File: src/rtl/mouse_pkg.sv
`default_nettype none
// ============================================================================
// Package : mouse_pkg
// Brief   : Shared mouse register map, sample type and writer state encoding.
// Revision: 1.0
// ============================================================================
package mouse_pkg;

   typedef enum logic [1:0] {
      ST_IDLE = 2'd0,
      ST_WR_X = 2'd1,
      ST_WR_Y = 2'd2,
      ST_WR_B = 2'd3
   } mw_state_t;

   localparam logic [3:0] MOUSE_X_OFS   = 4'd0;
   localparam logic [3:0] MOUSE_Y_OFS   = 4'd1;
   localparam logic [3:0] MOUSE_BTN_OFS = 4'd2;

   typedef struct packed {
      logic [15:0] x;
      logic [15:0] y;
      logic [2:0]  btn;
   } mouse_sample_t;

   // Word addresses wrap within the 16-word register window.
   function automatic logic [3:0] mw_word_addr(input logic [3:0] base, input logic [3:0] ofs);
      return base + ofs;
   endfunction

endpackage
`default_nettype wire

File: src/rtl/avalon_mouse_writer_if.sv
`default_nettype none
// ============================================================================
// Interface : avalon_mouse_writer_if
// Brief     : Write-only Avalon-MM bus between the mouse writer and the slave.
// Revision  : 1.0
// ============================================================================
interface avalon_mouse_writer_if;

   logic        AVM_CS;
   logic        AVM_WRITE;
   logic [3:0]  AVM_ADDR;
   logic [31:0] AVM_WRITEDATA;
   logic [3:0]  AVM_BYTE_EN;
   logic        AVM_WAITREQUEST;

   modport master (
      output AVM_CS, AVM_WRITE, AVM_ADDR, AVM_WRITEDATA, AVM_BYTE_EN,
      input  AVM_WAITREQUEST
   );

   modport slave (
      input  AVM_CS, AVM_WRITE, AVM_ADDR, AVM_WRITEDATA, AVM_BYTE_EN,
      output AVM_WAITREQUEST
   );

endinterface
`default_nettype wire

File: src/rtl/sat_counter.sv
`default_nettype none
// ============================================================================
// Module  : sat_counter
// Brief   : Up-counter that sticks at all-ones, with synchronous clear.
// Revision: 1.0
// ============================================================================
module sat_counter #(
   parameter int WIDTH = 8
) (
   input  wire logic             CLK,
   input  wire logic             clr,
   input  wire logic             inc,
   output logic      [WIDTH-1:0] count
);

   localparam logic [WIDTH-1:0] c_one = WIDTH'(1);
   localparam logic [WIDTH-1:0] c_max = '1;

   logic [WIDTH-1:0] r_count;

   always_ff @(posedge CLK) begin
      if (clr) begin
         r_count <= '0;
      end else if (inc && (r_count != c_max)) begin
         r_count <= r_count + c_one;
      end
   end

   assign count = r_count;

endmodule
`default_nettype wire

File: src/rtl/avalon_mouse_writer.sv
`default_nettype none
// ============================================================================
// Module  : avalon_mouse_writer
// Brief   : Avalon-MM master writing each mouse sample as X, Y, buttons words.
// Revision: 1.0
// ============================================================================
module avalon_mouse_writer
   import mouse_pkg::*;
#(
   parameter logic [3:0] BASE_ADDR = 4'd0,
   parameter int         CNT_W     = 8
) (
   input  wire logic              CLK,
   input  wire logic              RESET,
   input  wire logic              IN_VALID,
   input  wire logic [15:0]       IN_X,
   input  wire logic [15:0]       IN_Y,
   input  wire logic [2:0]        IN_BTN,
   avalon_mouse_writer_if.master  avm,
   output logic                   BUSY,
   output logic      [CNT_W-1:0]  DROP_COUNT
);

   mw_state_t     r_state, w_state_nxt;
   mouse_sample_t r_shadow, w_shadow_nxt;
   mouse_sample_t r_pend, w_pend_nxt;
   mouse_sample_t w_in;
   logic          r_pend_v, w_pend_v_nxt;
   logic          w_drop;
   logic          w_done;
   logic          w_b_done;

   logic          r_write;
   logic [3:0]    r_addr, w_addr_nxt;
   logic [31:0]   r_wdata, w_wdata_nxt;
   logic [3:0]    r_byte_en;

   assign w_in     = {IN_X, IN_Y, IN_BTN};
   assign w_done   = (r_state != ST_IDLE) && !avm.AVM_WAITREQUEST;
   assign w_b_done = (r_state == ST_WR_B) && w_done;

   always_comb begin
      w_state_nxt   = r_state;
      w_shadow_nxt  = r_shadow;
      w_pend_nxt    = r_pend;
      w_pend_v_nxt  = r_pend_v;
      w_drop        = 1'b0;

      case (r_state)
         ST_IDLE: begin
            if (IN_VALID) begin
               w_shadow_nxt = w_in;
               w_state_nxt  = ST_WR_X;
            end
         end
         ST_WR_X: if (w_done) w_state_nxt = ST_WR_Y;
         ST_WR_Y: if (w_done) w_state_nxt = ST_WR_B;
         ST_WR_B: begin
            if (w_done) begin
               // A fresh strobe beats anything still parked in pending.
               if (IN_VALID) begin
                  w_shadow_nxt = w_in;
                  w_state_nxt  = ST_WR_X;
                  w_drop       = r_pend_v;
                  w_pend_v_nxt = 1'b0;
               end else if (r_pend_v) begin
                  w_shadow_nxt = r_pend;
                  w_state_nxt  = ST_WR_X;
                  w_pend_v_nxt = 1'b0;
               end else begin
                  w_state_nxt  = ST_IDLE;
               end
            end
         end
         default: w_state_nxt = ST_IDLE;
      endcase

      if ((r_state != ST_IDLE) && !w_b_done && IN_VALID) begin
         w_pend_nxt   = w_in;
         w_pend_v_nxt = 1'b1;
         w_drop       = r_pend_v;
      end
   end

   // Bus outputs are decoded from the next state so they leave a flop.
   always_comb begin
      w_addr_nxt  = 4'h0;
      w_wdata_nxt = 32'h0;
      case (w_state_nxt)
         ST_WR_X: begin
            w_addr_nxt  = mw_word_addr(BASE_ADDR, MOUSE_X_OFS);
            w_wdata_nxt = {16'h0, w_shadow_nxt.x};
         end
         ST_WR_Y: begin
            w_addr_nxt  = mw_word_addr(BASE_ADDR, MOUSE_Y_OFS);
            w_wdata_nxt = {16'h0, w_shadow_nxt.y};
         end
         ST_WR_B: begin
            w_addr_nxt  = mw_word_addr(BASE_ADDR, MOUSE_BTN_OFS);
            w_wdata_nxt = {29'h0, w_shadow_nxt.btn};
         end
         default: begin
            w_addr_nxt  = 4'h0;
            w_wdata_nxt = 32'h0;
         end
      endcase
   end

   always_ff @(posedge CLK) begin
      if (RESET) begin
         r_state   <= ST_IDLE;
         r_shadow  <= '0;
         r_pend    <= '0;
         r_pend_v  <= 1'b0;
         r_write   <= 1'b0;
         r_addr    <= 4'h0;
         r_wdata   <= 32'h0;
         r_byte_en <= 4'h0;
      end else begin
         r_state   <= w_state_nxt;
         r_shadow  <= w_shadow_nxt;
         r_pend    <= w_pend_nxt;
         r_pend_v  <= w_pend_v_nxt;
         r_write   <= (w_state_nxt != ST_IDLE);
         r_addr    <= w_addr_nxt;
         r_wdata   <= w_wdata_nxt;
         r_byte_en <= (w_state_nxt != ST_IDLE) ? 4'hF : 4'h0;
      end
   end

   sat_counter #(
      .WIDTH (CNT_W)
   ) u_drop_cnt (
      .CLK   (CLK),
      .clr   (RESET),
      .inc   (w_drop),
      .count (DROP_COUNT)
   );

   assign avm.AVM_CS        = r_write;
   assign avm.AVM_WRITE     = r_write;
   assign avm.AVM_ADDR      = r_addr;
   assign avm.AVM_WRITEDATA = r_wdata;
   assign avm.AVM_BYTE_EN   = r_byte_en;
   // r_write is high exactly when the FSM is outside IDLE.
   assign BUSY              = r_write;

endmodule
`default_nettype wire
File: src/flat_wrapper.sv
// flat-port wrapper written by rule: the top's interface ports become plain ports
module avalon_mouse_writer_flat import mouse_pkg::*;
#(
   parameter logic [3:0] BASE_ADDR = 4'd0,
   parameter int         CNT_W     = 8
)
  (CLK, RESET, IN_VALID, IN_X, IN_Y, IN_BTN, BUSY, DROP_COUNT, avm_AVM_CS, avm_AVM_WRITE, avm_AVM_ADDR, avm_AVM_WRITEDATA, avm_AVM_BYTE_EN, avm_AVM_WAITREQUEST);
  avalon_mouse_writer_if avm_i ();
  input  wire logic CLK;
  input  wire logic RESET;
  input  wire logic IN_VALID;
  input  wire logic [15:0] IN_X;
  input  wire logic [15:0] IN_Y;
  input  wire logic [2:0] IN_BTN;
  output logic BUSY;
  output logic      [CNT_W-1:0] DROP_COUNT;
  output wire logic [$bits(avm_i.AVM_CS)-1:0] avm_AVM_CS;
  output wire logic [$bits(avm_i.AVM_WRITE)-1:0] avm_AVM_WRITE;
  output wire logic [$bits(avm_i.AVM_ADDR)-1:0] avm_AVM_ADDR;
  output wire logic [$bits(avm_i.AVM_WRITEDATA)-1:0] avm_AVM_WRITEDATA;
  output wire logic [$bits(avm_i.AVM_BYTE_EN)-1:0] avm_AVM_BYTE_EN;
  input wire logic [$bits(avm_i.AVM_WAITREQUEST)-1:0] avm_AVM_WAITREQUEST;
  assign avm_AVM_CS = avm_i.AVM_CS;
  assign avm_AVM_WRITE = avm_i.AVM_WRITE;
  assign avm_AVM_ADDR = avm_i.AVM_ADDR;
  assign avm_AVM_WRITEDATA = avm_i.AVM_WRITEDATA;
  assign avm_AVM_BYTE_EN = avm_i.AVM_BYTE_EN;
  assign avm_i.AVM_WAITREQUEST = avm_AVM_WAITREQUEST;
  avalon_mouse_writer #(.BASE_ADDR(BASE_ADDR), .CNT_W(CNT_W)) u_core (.CLK(CLK), .RESET(RESET), .IN_VALID(IN_VALID), .IN_X(IN_X), .IN_Y(IN_Y), .IN_BTN(IN_BTN), .avm(avm_i), .BUSY(BUSY), .DROP_COUNT(DROP_COUNT));
endmodule
File: config.mk
export PLATFORM = sky130hd
export DESIGN_NAME = avalon_mouse_writer_flat
export DESIGN_NICKNAME = d
export VERILOG_FILES = /design/src/rtl/mouse_pkg.sv /design/src/rtl/avalon_mouse_writer_if.sv /design/src/rtl/sat_counter.sv /design/src/rtl/avalon_mouse_writer.sv /design/src/flat_wrapper.sv
export SDC_FILE = /design/constraint.sdc
export NUM_CORES = 1
export LEC_CHECK = 0
export CAP_MARGIN = 5
export CORE_ASPECT_RATIO = 1.25
export CORE_UTILIZATION = 40
export CTS_CLUSTER_SIZE = 30
export DETAILED_ROUTE_END_ITERATION = 12
export PLACE_DENSITY_LB_ADDON = 0.25
export REMOVE_ABC_BUFFERS = 1
export SLEW_MARGIN = 20
export SYNTH_ARGS = -nofsm -noshare
export SYNTH_HDL_FRONTEND = slang
export SYNTH_HIERARCHICAL = 1
export SYNTH_SLANG_ARGS = --single-unit
File: constraint.sdc
create_clock -name CLK -period 2.5 [get_ports CLK]
set_input_delay 0.75 -clock CLK [delete_from_list [all_inputs] [get_ports CLK]]
set_output_delay 0.75 -clock CLK [all_outputs]
set_load 0.01 [all_outputs]
==> results.py <==
metrics = {
    "drt": {
        "vias_per_cell": 5.237,
        "wire_per_inst_um": 14.52,
        "first_pass_iters": 5,
        "drt_iter0_drc": 181,
        "vias": 4378,
        "final_antenna_net_count": 0,
        "drt-total-wl_um": 12140,
        "drc": 0,
    },
    "synth": {
        "ys_seq_area_share_pct": 40.49,
        "yosys_warnings": 6,
        "syn_area_sq_um": 4945,
        "ys_types": 55,
        "ys_ff_latch": 100,
        "postSynthAreaPerCell_sq_um": 8.119,
        "postSynthCellCount": 609,
    },
    "worst_setup_path": {
        "crit_slowest_cell": "ha_1",
        "r2r_slack_ns": 0.22,
        "crit_type": "reg -> reg",
        "path_buf_inv": 1,
        "cp.required_ns": 2.74,
        "critPathMaxFanout": 14,
        "crit_path_end_kind": "flip-flop",
        "start_kind": "flip-flop",
        "crit_path_max_incr_delay_ns": 0.53,
        "path_delay_family": "compound AO/OA/AOI/OAI gates",
        "cp.arrival_ns": 2.53,
        "crit_chain": "inv_1, ha_1, o21a_1, o22ai_1, a22oi_1, nand2_1, o32ai_1",
    },
    "layout": {
        "final_cell_mix": "dfxtp_1, nand2_1, a21oi_1",
        "postLayoutCoreUtil_pct": 50.91,
        "antenna_cells": 0,
        "drive_gt1_share_pct": 11.01,
        "fillCellCount": 1177,
        "area_growth_pct": 24.65,
        "fin_nets": 712,
        "layout_commonest_cell": "dfxtp_1",
    },
    "run_status": {
        "status": "completed",
    },
    "place": {
        "pre_cts_ws_ns": -0.1581,
        "port_buffers": 71,
        "dp_hpwl_um": 8073,
        "routabilityCongestion": 0.7795,
    },
    "sta": {
        "relSlewSlack_pct": 61.51,
        "fmax_ghz": 0.4381,
        "finalCriticalPeriod_ns": 2.283,
        "hold_viol": 0,
        "finalClockSkew_ns": 0.01128,
        "fin_crit_sh_pct": 91.31,
        "worstMarginPinSlew_ns": 0.5773,
        "finalSetupViolCount": 0,
        "timing.final.ws_setup_ns": 0.2172,
        "grt_setup_unrepaired": "no",
        "maxSlewViolCount": 0,
    },
    "cts": {
        "path_clk_slew_ns": 0.07,
        "cts_buffer_depth": 2,
        "cts_tree": "built",
        "cts_setup_buffers": 0,
        "cts-hold-fix-buffers": 0,
        "clk_latency_ns": 0.34,
        "cts_max_level": 3,
        "numCtsBuffers": 9,
        "cts_resized": 0,
        "cts_root_buf": "clkbuf_16",
        "cts.sinks": 100,
    },
    "pwr": {
        "ir_worst_vdd_mv": 0.3193,
        "p_comb_share_pct": 21.4,
        "p_sw_share_pct": 27.89,
        "p_leak_nw": 2.181,
        "cellPowerDensity_nw_per_um2": 673.4,
        "power_frac_clock_pct": 36.5,
        "p_sw_w": 0.001157,
        "seqPwrFrac_pct": 42.1,
        "p_int_w": 0.002993,
    },
    "grt": {
        "grt_pass1_wl_um": 19820,
        "grt_max_degree": 40,
        "grt-ovfl-total": 0,
        "grt_usage_pct": 19.62,
        "grt_antenna_before_repair": 0,
        "first_global_vias": 4125,
    },
    "floorplanning": {
        "die_height_um": 126.3,
        "die_area_sq_um": 12810,
        "rows": 45,
        "chipWidth_um": 101.4,
        "top_level_ports": 90,
        "start_util_pct": 40.85,
        "fp.coreArea_sq_um": 12110,
    },
    "min_path": {
        "hp-class": "reg -> reg",
    },
    "job": {
        "drv_cap": 0,
    },
}
## layout make-up
class	count	area (sq um)	share of cell area [%]
clock buffer	11	242.7	3.938
inverter	7	26.28	0.4263
timing repair buffer	106	1059	17.17
sequential	100	2002	32.48
multi-input combinational	443	2546	41.31
clock inverter	5	82.58	1.340
tap	164	205.2	3.329
## routing by layer
metal | vias to the layer above | GRT usage (%) | share of wire (%)
li1 | 2210 | - | -
met1 | 2042 | 24.36 | 43
met2 | 106 | 33.37 | 50
met3 | 20 | 2.424 | 3.9
met4 | 0 | 9.378 | 2.8
met5 | - | 0 | 0
## tightest hold or removal path, delay by kind of cell (launching register included)
kind             cells  cell delay (ns)
AO/OA/AOI/OAI        1             0.05
flip-flops           1             0.31
AND/OR/NAND/NOR      1             0.05
## registers in the layout, indices dropped and copies added, names as in the netlist
register,count
u_core/r_pend,35
u_core/avm.AVM_BYTE_EN,1
u_core/r_state,2
u_core/avm.AVM_ADDR,2
u_core/r_shadow,35
u_core/r_pend_v,1
u_core/avm.AVM_WRITEDATA,16
u_core/u_drop_cnt/count,8
## cell usage after synthesis (all sizes together)
cell type	count	area share, %
a2bb2oi	1	0.18
o2111ai	1	0.18
and3	2	0.35
nor3	16	1.6
a21oi	77	8.2
nor2	71	5.4
nand3	25	2.5
o22ai	1	0.13
inv	7	0.53
ha	6	1.5
a211oi	2	0.30
nand4	2	0.25
o31ai	1	0.15
nor3b	1	0.25
o211ai	45	7.3
o311a	1	0.20
mux2	1	0.30
nor2b	3	0.38
a21boi	38	6.0
dfxtp	100	40
a31oi	2	0.56
conb	1	0.076
mux2i	1	0.20
or3	3	0.51
and2b	1	0.18
a22o	7	1.4
nand2	76	5.8
o311ai	6	1.1
o211a	1	0.20
buf	51	7.1
o21a	4	0.61
nand2b	2	0.25
o21ai	6	0.61
a311oi	1	0.18
clkbuf	25	1.9
and4	2	0.35
o32ai	2	0.35
and2	13	1.6
o21bai	3	0.53
a22oi	1	0.15
## final timing paths
path                                   from                                endpoint  depth (start not counted)
max reg2reg    u_core/r_state[0]$_SDFF_PP0_  u_core/avm.AVM_WRITEDATA[0]$_SDFF_PP0_                          7
min          u_core/r_pend[28]$_SDFFE_PP0P_          u_core/r_pend[28]$_SDFFE_PP0P_                          2
max            u_core/r_state[0]$_SDFF_PP0_  u_core/avm.AVM_WRITEDATA[0]$_SDFF_PP0_                          7
min reg2reg  u_core/r_pend[28]$_SDFFE_PP0P_          u_core/r_pend[28]$_SDFFE_PP0P_                          2
## per-stage QoR
stage,area (sq um),setup TNS (ns),instances,power (W),hold WS [ns]
after floorplan,4562,-24.66,550,0.002227,0.4257
after global placement,5838,-1.781,820,0.002656,0.4383
after detailed placement,5838,-2.264,820,0.002674,0.4435
after CTS,6163,0,836,0.004187,0.4527
after global routing,6163,0,836,0.004349,0.4724
final,6163,0,836,0.004150,0.4515
## power by group through the flow
stage,registers (W),clock network (W),logic [W]
2_1_floorplan,0.00179,0,0.000436
3_3_place_gp,0.00178,0,0.000876
3_5_place_dp,0.00178,0,0.000891
4_1_cts,0.00175,0.00155,0.000894
5_1_grt,0.00176,0.00162,0.000974
6_report,0.00175,0.00152,0.000889
## kinds of logic (layout without fill, tap and decap cells)
logic type               count (synthesis)  after routing  share of synthesized area (%)
AO/OA/AOI/OAI                          200            200                          28.32
adder cells (fa/ha/maj)                  6              6                          1.518
flip-flops                             100            100                          40.49
buffers and inverters                   83            129                          9.565
other                                    1             18                        0.07584
AND/OR/NAND/NOR                        217            217                          19.53
multiplexers                             2              2                         0.5060
No activity file was read; power rests on OpenSTA's default activity.
